===== src/rtl/dma_prog_regs.sv =====
// DMA program-mode register file: decodes edge-qualified CPU I/O accesses into base/mode/control state.
// Optional DMA_PROG_SINGLE_BIT_CMD_EN enables the single-bit request (+1) and mask (+2) commands.
module dma_prog_regs #(
  parameter int NUM_CH = 4,
  parameter int CNT_W  = 16,
  parameter int A_W    = 4
) (
  input  logic                    clk,
  input  logic                    reset,
  input  logic                    cs_n,
  input  logic                    hlda,
  input  logic                    ior_n,
  input  logic                    iow_n,
  input  logic [A_W-1:0]          addr_l,
  input  logic [7:0]              db_in,
  output logic [7:0]              db_out,
  output logic                    db_oe,
  input  logic [NUM_CH*CNT_W-1:0] curr_addr,
  input  logic [NUM_CH*CNT_W-1:0] curr_wc,
  input  logic [NUM_CH-1:0]       tc,
  input  logic [NUM_CH-1:0]       dreq_st,
  output logic [NUM_CH*CNT_W-1:0] base_addr,
  output logic [NUM_CH*CNT_W-1:0] base_wc,
  output logic [NUM_CH-1:0]       load_addr,
  output logic [NUM_CH-1:0]       load_wc,
  output logic [NUM_CH*6-1:0]     mode,
  output logic [7:0]              cmd,
  output logic [NUM_CH-1:0]       mask,
  output logic [NUM_CH-1:0]       sw_req,
  output logic                    mclr
);

  localparam int NB = CNT_W / 8;

  logic              ior_prev_reg, iow_prev_reg;
  logic              rd_ev, wr_ev, acc_ok;
  logic              chan_hit, ctrl_hit, wc_sel, ctrl_rd, ctrl_wr, mclr_ev, last_byte;
  logic [2:0]        ctrl_off;
  logic [1:0]        ch_idx, cmd_sel;
  logic [NUM_CH-1:0] chan_dec, ch_dec;
  logic [1:0]        bp_reg, mrc_reg;
  logic [7:0]        cmd_reg, db_out_reg, rd_data;
  logic [NUM_CH-1:0] mask_reg, tc_flag_reg, load_addr_reg, load_wc_reg;
  logic              db_oe_reg, mclr_reg;
  logic [5:0]        mode_sel;

  // Previous strobe levels reset low so a strobe held through reset release is not an edge.
  always_ff @(posedge clk or posedge reset) begin
    if (reset) begin
      ior_prev_reg <= 1'b0;
      iow_prev_reg <= 1'b0;
    end else begin
      ior_prev_reg <= ior_n;
      iow_prev_reg <= iow_n;
    end
  end

  assign acc_ok    = !cs_n && !hlda && (ior_n != iow_n);
  assign rd_ev     = acc_ok && !ior_n && ior_prev_reg;
  assign wr_ev     = acc_ok && !iow_n && iow_prev_reg;
  assign chan_hit  = addr_l < A_W'(2 * NUM_CH);
  assign ctrl_hit  = addr_l[3];
  assign ctrl_off  = addr_l[2:0];
  assign ch_idx    = addr_l[2:1];
  assign wc_sel    = addr_l[0];
  assign cmd_sel   = db_in[1:0];
  assign ctrl_rd   = rd_ev && ctrl_hit;
  assign ctrl_wr   = wr_ev && ctrl_hit;
  assign mclr_ev   = ctrl_wr && (ctrl_off == 3'd5);
  assign last_byte = bp_reg == 2'(NB - 1);

  // Selects of NUM_CH or above match no bit and so fall through as no-ops.
  always_comb begin
    chan_dec = '0;
    ch_dec   = '0;
    for (int i = 0; i < NUM_CH; i++) begin
      chan_dec[i] = chan_hit && (ch_idx == 2'(i));
      ch_dec[i]   = cmd_sel == 2'(i);
    end
  end

  genvar gi;
  generate
    for (gi = 0; gi < NUM_CH; gi++) begin : g_ch
      logic [CNT_W-1:0] base_addr_reg, base_wc_reg;
      logic [5:0]       mode_reg;

      always_ff @(posedge clk or posedge reset) begin
        if (reset) begin
          base_addr_reg <= '0;
          base_wc_reg   <= '0;
          mode_reg      <= '0;
        end else begin
          if (wr_ev && chan_dec[gi] && !wc_sel)
            base_addr_reg[8*bp_reg +: 8] <= db_in;
          if (wr_ev && chan_dec[gi] && wc_sel)
            base_wc_reg[8*bp_reg +: 8] <= db_in;
          if (ctrl_wr && (ctrl_off == 3'd3) && ch_dec[gi])
            mode_reg <= db_in[7:2];
        end
      end

      assign base_addr[gi*CNT_W +: CNT_W] = base_addr_reg;
      assign base_wc[gi*CNT_W +: CNT_W]   = base_wc_reg;
      assign mode[gi*6 +: 6]              = mode_reg;
    end
  endgenerate

`ifdef DMA_PROG_SINGLE_BIT_CMD_EN
  localparam bit SINGLE_BIT_EN = 1'b1;
  logic [NUM_CH-1:0] sw_req_reg, sw_req_next;

  // A terminal count cancels any pending software request on that channel.
  always_comb begin
    sw_req_next = sw_req_reg;
    if (ctrl_wr && (ctrl_off == 3'd1))
      sw_req_next = (sw_req_reg & ~ch_dec) | (ch_dec & {NUM_CH{db_in[2]}});
    sw_req_next = sw_req_next & ~tc;
  end

  always_ff @(posedge clk or posedge reset) begin
    if (reset)        sw_req_reg <= '0;
    else if (mclr_ev) sw_req_reg <= '0;
    else              sw_req_reg <= sw_req_next;
  end

  assign sw_req = sw_req_reg;
`else
  localparam bit SINGLE_BIT_EN = 1'b0;
  assign sw_req = '0;
`endif

  always_ff @(posedge clk or posedge reset) begin
    if (reset) begin
      bp_reg      <= '0;
      mrc_reg     <= '0;
      cmd_reg     <= '0;
      mask_reg    <= '1;
      tc_flag_reg <= '0;
    end else if (mclr_ev) begin
      bp_reg      <= '0;
      mrc_reg     <= '0;
      cmd_reg     <= '0;
      mask_reg    <= '1;
      tc_flag_reg <= '0;
    end else begin
      if (ctrl_hit && (ctrl_off == 3'd4) && (rd_ev || wr_ev))
        bp_reg <= '0;
      else if ((rd_ev || wr_ev) && chan_hit)
        bp_reg <= last_byte ? 2'd0 : bp_reg + 2'd1;

      if (ctrl_rd && (ctrl_off == 3'd6))
        mrc_reg <= '0;
      else if (ctrl_rd && (ctrl_off == 3'd3))
        mrc_reg <= (mrc_reg == 2'(NUM_CH - 1)) ? 2'd0 : mrc_reg + 2'd1;

      if (ctrl_wr && (ctrl_off == 3'd0))
        cmd_reg <= db_in;

      if (ctrl_wr && (ctrl_off == 3'd6))
        mask_reg <= '0;
      else if (ctrl_wr && (ctrl_off == 3'd7))
        mask_reg <= db_in[NUM_CH-1:0];
      else if (SINGLE_BIT_EN && ctrl_wr && (ctrl_off == 3'd2))
        mask_reg <= (mask_reg & ~ch_dec) | (ch_dec & {NUM_CH{db_in[2]}});

      // New terminal counts win over a same-cycle status-read clear.
      tc_flag_reg <= ((ctrl_rd && (ctrl_off == 3'd0)) ? '0 : tc_flag_reg) | tc;
    end
  end

  always_comb begin
    mode_sel = '0;
    for (int i = 0; i < NUM_CH; i++)
      if (mrc_reg == 2'(i)) mode_sel = mode[i*6 +: 6];
  end

  always_comb begin
    rd_data = '0;
    for (int i = 0; i < NUM_CH; i++)
      if (chan_dec[i])
        rd_data = wc_sel ? curr_wc[i*CNT_W + 8*32'(bp_reg) +: 8]
                         : curr_addr[i*CNT_W + 8*32'(bp_reg) +: 8];
    if (ctrl_hit) begin
      case (ctrl_off)
        3'd0:    rd_data = {4'(dreq_st), 4'(tc_flag_reg)};
        3'd3:    rd_data = {mode_sel, mrc_reg};
        3'd7:    rd_data = 8'(mask_reg);
        default: rd_data = '0;
      endcase
    end
  end

  always_ff @(posedge clk or posedge reset) begin
    if (reset) begin
      db_out_reg    <= '0;
      db_oe_reg     <= 1'b0;
      load_addr_reg <= '0;
      load_wc_reg   <= '0;
      mclr_reg      <= 1'b0;
    end else begin
      if (rd_ev) db_out_reg <= rd_data;
      if (rd_ev)              db_oe_reg <= 1'b1;
      else if (ior_n || cs_n) db_oe_reg <= 1'b0;
      load_addr_reg <= (wr_ev && !wc_sel && last_byte) ? chan_dec : '0;
      load_wc_reg   <= (wr_ev && wc_sel && last_byte) ? chan_dec : '0;
      mclr_reg      <= mclr_ev;
    end
  end

  assign db_out    = db_out_reg;
  assign db_oe     = db_oe_reg;
  assign load_addr = load_addr_reg;
  assign load_wc   = load_wc_reg;
  assign cmd       = cmd_reg;
  assign mask      = mask_reg;
  assign mclr      = mclr_reg;

endmodule


===== config.mk =====
export PLATFORM = sky130hd
export DESIGN_NAME = dma_prog_regs
export DESIGN_NICKNAME = d
export VERILOG_FILES = /design/src/rtl/dma_prog_regs.sv
export SDC_FILE = /design/constraint.sdc
export NUM_CORES = 1
export LEC_CHECK = 0
export BUFFER_PORTS_ARGS = -buffer_cell sky130_fd_sc_hd__buf_2
export CAP_MARGIN = 20
export CORE_AREA = 4 4 163 165
export CTS_CLUSTER_SIZE = 8
export DETAILED_ROUTE_END_ITERATION = 6
export DIE_AREA = 0 0 167 169
export PLACE_DENSITY = 0.76
export SLEW_MARGIN = 20
export SYNTH_ARGS = -nofsm -noshare
export SYNTH_HDL_FRONTEND = slang
export SYNTH_SLANG_ARGS = --single-unit

===== constraint.sdc =====
create_clock -name clk -period 16.4 [get_ports clk]
set_input_delay 2.46 -clock clk [delete_from_list [all_inputs] [get_ports clk]]
set_output_delay 2.46 -clock clk [all_outputs]
set_load 0.01 [all_outputs]

### Yosys cells after proc, flatten, opt, wreduce, memory -nomap -nowiden

Cells that the tools add are included.

| operators by class | value |
|---|---|
| shift operators | 10 |
| bitwise operators | 1 |
| equal/unequal tests | 16 |
| multiplexer cells | 41 |
| $lt $le $gt $ge | 1 |
| reduce and logical (&&, ||, !) cells | 59 |
| $add $sub $neg | 6 |

Operators by type and width:

| kind | number |
|---|---|
| 64-bit by 33-bit indexed part select with 8-bit output | 3 |
| 16-bit bitwise mux | 8 |
| 64-bit by 6-bit indexed part select with 8-bit output | 2 |
| 64-bit by 8-bit indexed part select with 8-bit output | 2 |
| 8-bit 2-to-1 mux | 11 |
| 64-bit by 7-bit indexed part select with 8-bit output | 1 |
| 1-bit logical AND | 43 |
| 5-bit negation with 34-bit output | 1 |
| 8-bit by 34-bit variable shift with 16-bit output (first input constant) | 1 |
| 8-bit by 34-bit indexed part select with 16-bit output | 1 |
| 4-bit 2-to-1 mux | 7 |
| 6-bit 2-to-1 mux | 4 |
| 8-bit case mux with 3 select lines | 1 |
| 2-bit 2-to-1 mux | 8 |
| 6-bit by 5-bit adder with 7-bit output (first input constant) | 2 |
| 2-bit equality test (second input constant) | 6 |
| 3-bit equality test (second input constant) | 4 |
| 3-bit nonzero test | 3 |
| 2-bit by 1-bit equality test with 1-bit output (second input constant) | 4 |
| 5-bit by 5-bit adder with 6-bit output (first input constant) | 1 |
| 2-bit logical NOT | 3 |
| 1-bit logical NOT | 5 |
| 2-bit by 1-bit adder with 2-bit output (second input constant) | 2 |
| 4-bit < comparator (second input constant) | 1 |
| 7 further kinds | 10 |

| storage, ports and cells | value |
|---|---|
| word-level logic and storage cells | 158 |
| register bits after elaboration | 192 |
| output and inout bits | 186 |
| input bits | 154 |

### Logic depth before layout (Yosys ltp)

Gate-level depths: netlist of run 1.

| depth | value |
|---|---|
| word-level depth | 10 |
| mapped depth | 9 |
| gate-level depth less buffers | 7 |

### Least setup slack after synthesis of run 1

No wires, ideal clock.

| timing path | value |
|---|---|
| kind | input port to flip-flop |
| start point | input port iow_n |
| end point | register g_ch[2].base_addr_reg[0] |
| slack | 12359 ps |
| library setup time | 125 ps |
| buffers on the path | 1 |
| required time | 16275 ps |
| arrival | 3916 ps |
| stages | 6 |
| path through | nor4b_2 > and2_1 > buf_4 > nand3b_2 > nor3_4 > mux2_2 |

| between the ends | value |
|---|---|
| cells in the longest elaborated chain, start to end | 6 |
| elaborated cells between the ends (all ways) | 7 |
| classes of those cells | eq/ne: 1; reduce/logical: 6 |

RTL lines:

| item | line | RTL |
|---|---|---|
| start, declared | 13 | `input logic iow_n,` |
| 1-bit inequality test | 58 | `assign acc_ok = !cs_n && !hlda && (ior_n != iow_n);` |
| 1-bit logical AND | 58 |  |
| 1-bit logical AND * (2 in series) | 60 | `assign wr_ev = acc_ok && !iow_n && iow_prev_reg;` |
| 1-bit logical AND * (2 in series) | 94 | `if (wr_ev && chan_dec[gi] && !wc_sel)` |
| end signal, assigned by index | 95 | `base_addr_reg[8*bp_reg +: 8] <= db_in;` |
| end, declared | 85 | `logic [CNT_W-1:0] base_addr_reg, base_wc_reg;` |

Every way passes the cells marked *; elsewhere a longest branch is shown, timed or not.
A chain may end at the register's enable or synchronous reset.

### Final worst setup path of run 1

| timing path | value |
|---|---|
| start point | input port addr_l[3] |
| end point | register g_ch[1].mode_reg[4] |

| between the ends | value |
|---|---|
| cells in the longest elaborated chain, start to end | 3 |

RTL lines:

| item | line | RTL |
|---|---|---|
| start, declared | 14 | `input logic [A_W-1:0] addr_l,` |
| 1-bit logical AND | 68 | `assign ctrl_wr = wr_ev && ctrl_hit;` |
| 1-bit logical AND (2 in series) | 98 | `if (ctrl_wr && (ctrl_off == 3'd3) && ch_dec[gi])` |
| end signal, assigned | 99 | `mode_reg <= db_in[7:2];` |
| end, declared | 86 | `logic [5:0] mode_reg;` |

Every way passes these cells.

==> key figures, run 1 <==
Power and ir drop
  • Pwr Density: roughly 95 nW/µm²
  • Switching share of total power: about 28%
  • Register share of total power: between 40% and 50%
  • Int Power: about 840 µW
  • Switch Pwr: 327.6 µW
  • Logic gate share of total power: a little under a fifth
  • Leakage: 6.322 nW
  • Pwr Total: 1.164 mW
  • Clk network pwr share: 38.6%
  • Peak supply drop: about 0.07 mV

Synthesis
  • Xor-xnor portion of the synthesized cell area: 0%
  • Seq/Total Area, Yosys: approximately 50%
  • Post-Synth Adder-Cell Area: less than 1%
  • Library cells used by synthesis: 57
  • Post-synth ARST share: between 90% and 100%
  • Synth Warn #: 0
  • Synth Area per Inst: about 13 µm²
  • Post-synth EDFFs: 0
  • Mux cell area share after synthesis: a little under a third
  • Largest family of logic cells by synthesized area: multiplexers
  • Complex-gate fraction of the synthesized area: 5.945%
  • Synthesized flop and latch total: roughly 190
  • Synthesized cell area: 9682 µm²
  • Top_reg_cell synth: dfrtp_1
  • Synth Instances: 746
  • Simple-gate area share of the yosys netlist: between 10% and 20%

Floorplan
  • Ports: 340
  • Die ar.: around 28000 µm²
  • Die Y: 169 µm
  • Starting Density: slightly below 40%
  • FP Rows: just under 60
  • Core area: 25040 µm²
  • Die X: about 170 µm

STA
  • Post-route worst setup slack: between 10 and 15 ns
  • Slew @ Worst Pin: between 0.8 and 0.9 ns
  • RSZ-0062 raised after global routing: false
  • Final hold vios: 0
  • Fmax: about 230 MHz
  • Tcrit/Tclk final: a little over a quarter
  • Min Tclk post-route: approximately 4.4 ns
  • Clk_skew: 0.009745 ns
  • Slew Limit Fails: 0
  • Final setup fails: 0
  • Slew margin rel.: 42.20%
  • Setup TNS: 0 ns

Detailed routing
  • Via count: 7595
  • Routed WL: 30910 µm
  • DR WL/cell: 22.09 µm
  • Drt pass-1 iters: 4
  • # DRC: 0
  • Via/cell ratio: 5.429
  • DRT iter0 DRCs: 581
  • Post-route ant nets: 0

Worst setup path
  • Reg2reg setup slack: 13.26 ns
  • R2r worst-path depth: 6
  • Worst setup startpoint: addr_l[3]
  • Crit-path max FO: 23
  • Critical path's top delay family: simple AND/OR/NAND/NOR gates
  • CP max stage delay: about 0.60 ns
  • Setup crit end kind: flop
  • RR Startpoint: bp_reg[1]
  • Cell at the slowest stage of the critical path: and3_1
  • Worst path cell trace: buf_2 > and3_1 > nand2_1 > nor3b_2 > mux2_2
  • Crit path arrival time: 4.66 ns
  • Worst r2r dst: g_ch[3].base_addr_reg[1]
  • Startpoint types: input pin
  • WP buf/inv: 1
  • Setup CP Type: in -> reg
  • CP required: roughly 17 ns

Clock tree
  • Post-CTS Setup Bufs: 0
  • Clock root buffer: clkbuf_16
  • TritonCTS clock tree: yes
  • Clock Latency Late Sink: 0.43 ns
  • CTS buffer count: 17
  • Hold buffer count at cts: 0
  • Clock Pin Slew Worst Setup and Hold Paths: about 0.070 ns
  • Number of cells upsized or downsized after cts: 0
  • Clk buf depth: 2
  • CTS HTree Levels: 4
  • Clock Sinks: approximately 190

Min path
  • Hold WC Path Type: reg -> reg
  • Hold EP: db_oe
  • HP Start: db_oe
  • Hold Path Cell Cnt: 2

Finish
  • Fin cells: 1399
  • Layout Nets: 1210
  • Most common cell after layout, fill and taps aside: buf_2
  • Area of the multi-input gates: 4582 µm²
  • Area added between synthesis and finish: 26.03%
  • Most frequent cells in the layout: 334 x buf_2, 188 x dfrtp_1, 152 x mux2_2, 49 x nand2_1, 47 x mux4_2
  • Fin area: roughly 12000 µm²
  • Storage cell area: around 4800 µm²
  • Fraction of final layout cells sized beyond drive strength 1: a little under three fifths
  • FILL cells: around 2300

Placed design
  • Placed cell count: between 1000 and 1500
  • Placed Instance Area: 11550 µm²
  • Number of port buffers: around 340
  • GP Congestion: between 0.8 and 0.9
  • DP Worst Slack: 11.58 ns
  • Hpwl dp: approximately 23000 µm

GRT
  • Initial antenna violation count: 8
  • Largest net degree at the start of global routing: 122
  • Congestion Overflow GR: 0
  • M1 GR Usage: 27.77%
  • GR Util met2: between 30% and 40%
  • Vias in the first global route: 7738
  • Top Usage Layer GRT: met2
  • First-pass GRT wire length: roughly 46000 µm
  • Met3 global-route usage: approximately 5.3%
  • Tot GR Track Use: 21.27%

Run status
  • Status: complete, no violations

Run
  • Max cap viols: 0
-- metal layers --
metal,share of wire (%),up-vias
met2,48,338
met1,42,3842
met4,3.1,2
li1,-,3349
met3,6.8,64
met5,0.042,-
-- cell usage after synthesis (3+ instances only) --
library cell / number / area share (%)
a22oi_1: 6 / 0.47
o311ai_0: 3 / 0.27
nand2_1: 49 / 1.9
buf_4: 11 / 0.85
o211ai_1: 7 / 0.54
buf_2: 7 / 0.36
a21oi_1: 39 / 2.0
and2_1: 19 / 1.2
nor2_2: 10 / 0.65
o21ai_0: 17 / 0.88
nand3_1: 22 / 1.1
mux2i_1: 14 / 1.4
clkbuf_1: 20 / 0.78
dfrtp_1: 188 / 49
dfstp_2: 4 / 1.1
nor2b_1: 8 / 0.52
a31oi_1: 5 / 0.32
nor3_4: 4 / 0.67
and3b_1: 4 / 0.36
a32oi_1: 4 / 0.36
nand2b_1: 3 / 0.19
and3_1: 5 / 0.32
buf_1: 20 / 0.78
mux4_2: 47 / 11
inv_1: 7 / 0.27
nor2_1: 27 / 1.0
ha_1: 7 / 0.90
mux2_2: 152 / 18
-- final cells by class --
| class | count | share of cell area, % |
|---|---|---|
| clock inverter | 11 | 1.436 |
| sequential | 192 | 39.42 |
| timing repair buffer | 339 | 14.04 |
| antenna | 7 | 0.1436 |
| clock buffer | 21 | 3.692 |
| inverter | 9 | 0.3384 |
| tap | 330 | 3.384 |
| multi-input combinational | 490 | 37.55 |
-- worst max path at each step --
stage | slack [ns] | to | cells past startpoint
finish | 12.05 | g_ch[1].mode_reg[4] | 5
detailed placement | 11.58 | g_ch[1].mode_reg[3] | 5
global route | 11.93 | g_ch[2].mode_reg[5] | 5
floorplan | 8.72 | bp_reg[0] | 1
global placement | 11.62 | db_out[5] | 6
CTS | 12.04 | g_ch[1].mode_reg[4] | 5
-- metrics by stage --
stage | util (%) | hold slack (ns)
final | 48.74 | 0.4869
after global routing | 48.74 | 0.5179
after CTS | 48.65 | 0.4897
after detailed placement | 46.15 | 0.4691
after global placement | 46.15 | 0.4682
after floorplan | - | 0.4768
-- worst reg2reg max path, stage by stage, from the launching register on --
cell      delay [ns]
dfrtp_1         0.33
buf_4           0.41
clkinv_1        0.51
ha_1            0.44
nor3b_1         0.57
and2_0          0.55
mux2_2          0.27
-- cells by family after synthesis --
logic type | after synthesis
AOI/OAI and AO/OA | 93
adders and majority gates | 7
buffers and inverters | 67
DFF | 192
muxes | 213
other | 1
and+or+nand+nor | 173
-- power by group through the flow --
stage | registers, mW | logic (mW) | clock network [mW]
after CTS | 0.498 | 0.217 | 0.456
after global routing | 0.500 | 0.234 | 0.476
after global placement | 0.507 | 0.213 | 0
final | 0.499 | 0.216 | 0.449
after detailed placement | 0.507 | 0.216 | 0
after floorplan | 0.513 | 0.132 | 0
(Power assumes the default switching activity.)
==> run 2: changes to the inputs <==
--- a/config.mk
+++ b/config.mk
@@ -11,7 +11,7 @@
 export CTS_CLUSTER_SIZE = 8
 export DETAILED_ROUTE_END_ITERATION = 6
 export DIE_AREA = 0 0 167 169
-export PLACE_DENSITY = 0.76
+export PLACE_DENSITY = 0.79
 export SLEW_MARGIN = 20
 export SYNTH_ARGS = -nofsm -noshare
 export SYNTH_HDL_FRONTEND = slang
==> constraint.sdc (replaced) <==
create_clock -name clk -period 3.95 [get_ports clk]
set_input_delay 0.5925 -clock clk [delete_from_list [all_inputs] [get_ports clk]]
set_output_delay 0.5925 -clock clk [all_outputs]
set_load 0.01 [all_outputs]
==> run 2 against run 1 <==
  * First-iteration DRC count is 3.4% higher
  * Combinational power grew to 4.1 times the previous value
  * Final cell count stayed put
  * Critical path depth stayed put
  * Sequential cell count stayed put
  * Worst setup slack worse by 11 ns
  * Sequential power grew to 4.1 times the previous value
  * Power grew to 4.1 times the previous value
==> key figures, run 2 (synthesis results as in run 1) <==
STA
  • Min Tclk post-route: 2.523 ns
  • Clk_skew: 0.009581 ns (was 0.009745 ns)
  • Slew margin rel.: 40.11% (was 42.20%)
  • Slew @ Worst Pin: 0.8859 ns (was 0.8669 ns)
  • Tcrit/Tclk final: a little under two thirds
  • Final hold vios: 0 (unchanged)
  • Fmax: 396.3 MHz
  • Final setup fails: 0 (unchanged)
  • RSZ-0062 raised after global routing: false (unchanged)
  • Slew Limit Fails: 0 (unchanged)
  • Setup TNS: 0 ns (unchanged)
  • Post-route worst setup slack: 1.427 ns (was 12.05 ns)

Detailed routing
  • Post-route ant nets: 0 (unchanged)
  • DRT iter0 DRCs: 601 (was 581)
  • # DRC: 0 (unchanged)
  • DR WL/cell: 22.40 µm (was 22.09 µm)
  • Via/cell ratio: 5.426 (was 5.429)
  • Via count: 7591 (was 7595)
  • Routed WL: 31340 µm (was 30910 µm)
  • Drt pass-1 iters: 5 (was 4)

Clock tree
  • Clk buf depth: 2 (unchanged)
  • Number of cells upsized or downsized after cts: 0 (unchanged)
  • Post-CTS Setup Bufs: 0 (unchanged)
  • Clock Latency Late Sink: 0.43 ns (about the same)
  • Clock Pin Slew Worst Setup and Hold Paths: 0.07 ns (about the same)
  • CTS buffer count: 17 (unchanged)
  • TritonCTS clock tree: yes (unchanged)
  • CTS HTree Levels: 4 (unchanged)
  • Clock root buffer: clkbuf_16 (unchanged)
  • Clock Sinks: 192 (unchanged)
  • Hold buffer count at cts: 0 (unchanged)

Placed design
  • DP Worst Slack: 1.020 ns (was 11.58 ns)
  • Hpwl dp: 23900 µm (was 23220 µm)
  • Number of port buffers: 335 (unchanged)
  • GP Congestion: 0.8760 (was 0.8992)

Power and ir drop
  • Leakage: 6.353 nW (was 6.322 nW)
  • Pwr Total: 4.731 mW (was 1.164 mW)
  • Peak supply drop: 0.3070 mV (was 0.07019 mV)
  • Pwr Density: 387.1 nW/µm² (was 95.39 nW/µm²)

Worst setup path
  • CP required: 4.32 ns (was 16.71 ns)
  • Setup CP Type: reg -> reg (was in -> reg)
  • Crit-path max FO: 8 (was 23)
  • Reg2reg setup slack: 1.43 ns (was 13.26 ns)
  • Startpoint types: flop (was input pin)
  • Worst r2r dst: g_ch[1].base_wc_reg[1] (was g_ch[3].base_addr_reg[1])
  • RR Startpoint: bp_reg[1] (unchanged)
  • Crit path arrival time: 2.89 ns (was 4.66 ns)
  • R2r worst-path depth: 5 (was 6)
  • Setup crit end kind: flop (unchanged)

Finish
  • Area added between synthesis and finish: 26.26% (was 26.03%)
  • Most common cell after layout, fill and taps aside: buf_2 (unchanged)
  • Fin util: 48.83% (was 48.74%)
  • Fraction of final layout cells sized beyond drive strength 1: 56.84% (was 56.31%)
  • Layout Nets: 1216 (was 1210)
  • Most frequent cells in the layout: 334 x buf_2, 188 x dfrtp_1, 152 x mux2_2, 49 x nand2_1, 47 x mux4_2 (unchanged)

Floorplan
  • Die X: 167 µm (unchanged)
  • Ports: 340 (unchanged)
  • Starting Density: 38.67% (unchanged)
  • Die ar.: 28220 µm² (unchanged)
  • FP Rows: 58 (unchanged)
  • Core area: 25040 µm² (unchanged)
  • Die Y: 169 µm (unchanged)

GRT
  • Vias in the first global route: 7864 (was 7738)
  • Congestion Overflow GR: 0 (unchanged)
  • Largest net degree at the start of global routing: 118 (was 122)
  • Tot GR Track Use: 21.84% (was 21.27%)
  • First-pass GRT wire length: 47610 µm (was 46420 µm)
  • Initial antenna violation count: 1 (was 8)

Min path
  • Hold WC Path Type: in -> async (was reg -> reg)

Run status
  • Status: complete, no violations (unchanged)

Run
  • Max cap viols: 0 (unchanged)
==> run 2: worst max-delay path by stage <==
stage,startpoint,endpoint,slack [ns],depth (start not counted)
finish,bp_reg[1],g_ch[1].base_wc_reg[1],1.43,5
global route,bp_reg[1],g_ch[3].base_addr_reg[1],1.14,5
CTS,bp_reg[1],g_ch[1].base_wc_reg[1],1.34,5
detailed placement,iow_n,g_ch[3].base_wc_reg[7],1.02,6
global placement,iow_n,g_ch[2].base_addr_reg[5],1.06,6
floorplan,reset,bp_reg[0],0.88,1
==> run 2: power by group <==
part           total [mW]  internal [mW]  leakage [nW]  switching (mW)
logic               0.894          0.361          3.43           0.533
clock network        1.77          0.957         0.299           0.811
registers            2.07           2.03          2.63          0.0394
==> run 2: cell type report <==
class / count / area [µm²]
antenna: 1 / 2.502
clock buffer: 17 / 425.4
multi-input combinational: 490 / 4582
inverter: 9 / 37.54
tap: 330 / 412.9
timing repair buffer: 345 / 1779
clock inverter: 15 / 175.2
fill: 2255 / 12810
sequential: 192 / 4810
==> run 2: layer usage <==
| layer | vias up | track usage [%] | wire (µm) |
|---|---|---|---|
| met5 | - | 0 | 0 |
| met2 | 326 | 35.36 | 15260 |
| li1 | 3362 | - | - |
| met1 | 3872 | 29.78 | 13410 |
| met4 | 0 | 5.052 | 404 |
| met3 | 31 | 5.652 | 2275 |
==> run 2: worst max-delay path, cell delays in order (launching register included) <==
cell	delay, ns
dfrtp_1	0.35
clkinv_1	0.34
ha_1	0.44
nor3b_1	0.62
and2_0	0.48
mux2_2	0.24
==> run 2: metrics by stage <==
stage	std cells	area, µm²	hold slack (ns)
global route	1399	12220	0.1865
detailed placement	1366	11620	0.4684
floorplan	749	9697	0.4768
CTS	1398	12220	0.1647
finish	1399	12220	0.1660
global placement	1366	11620	0.4619
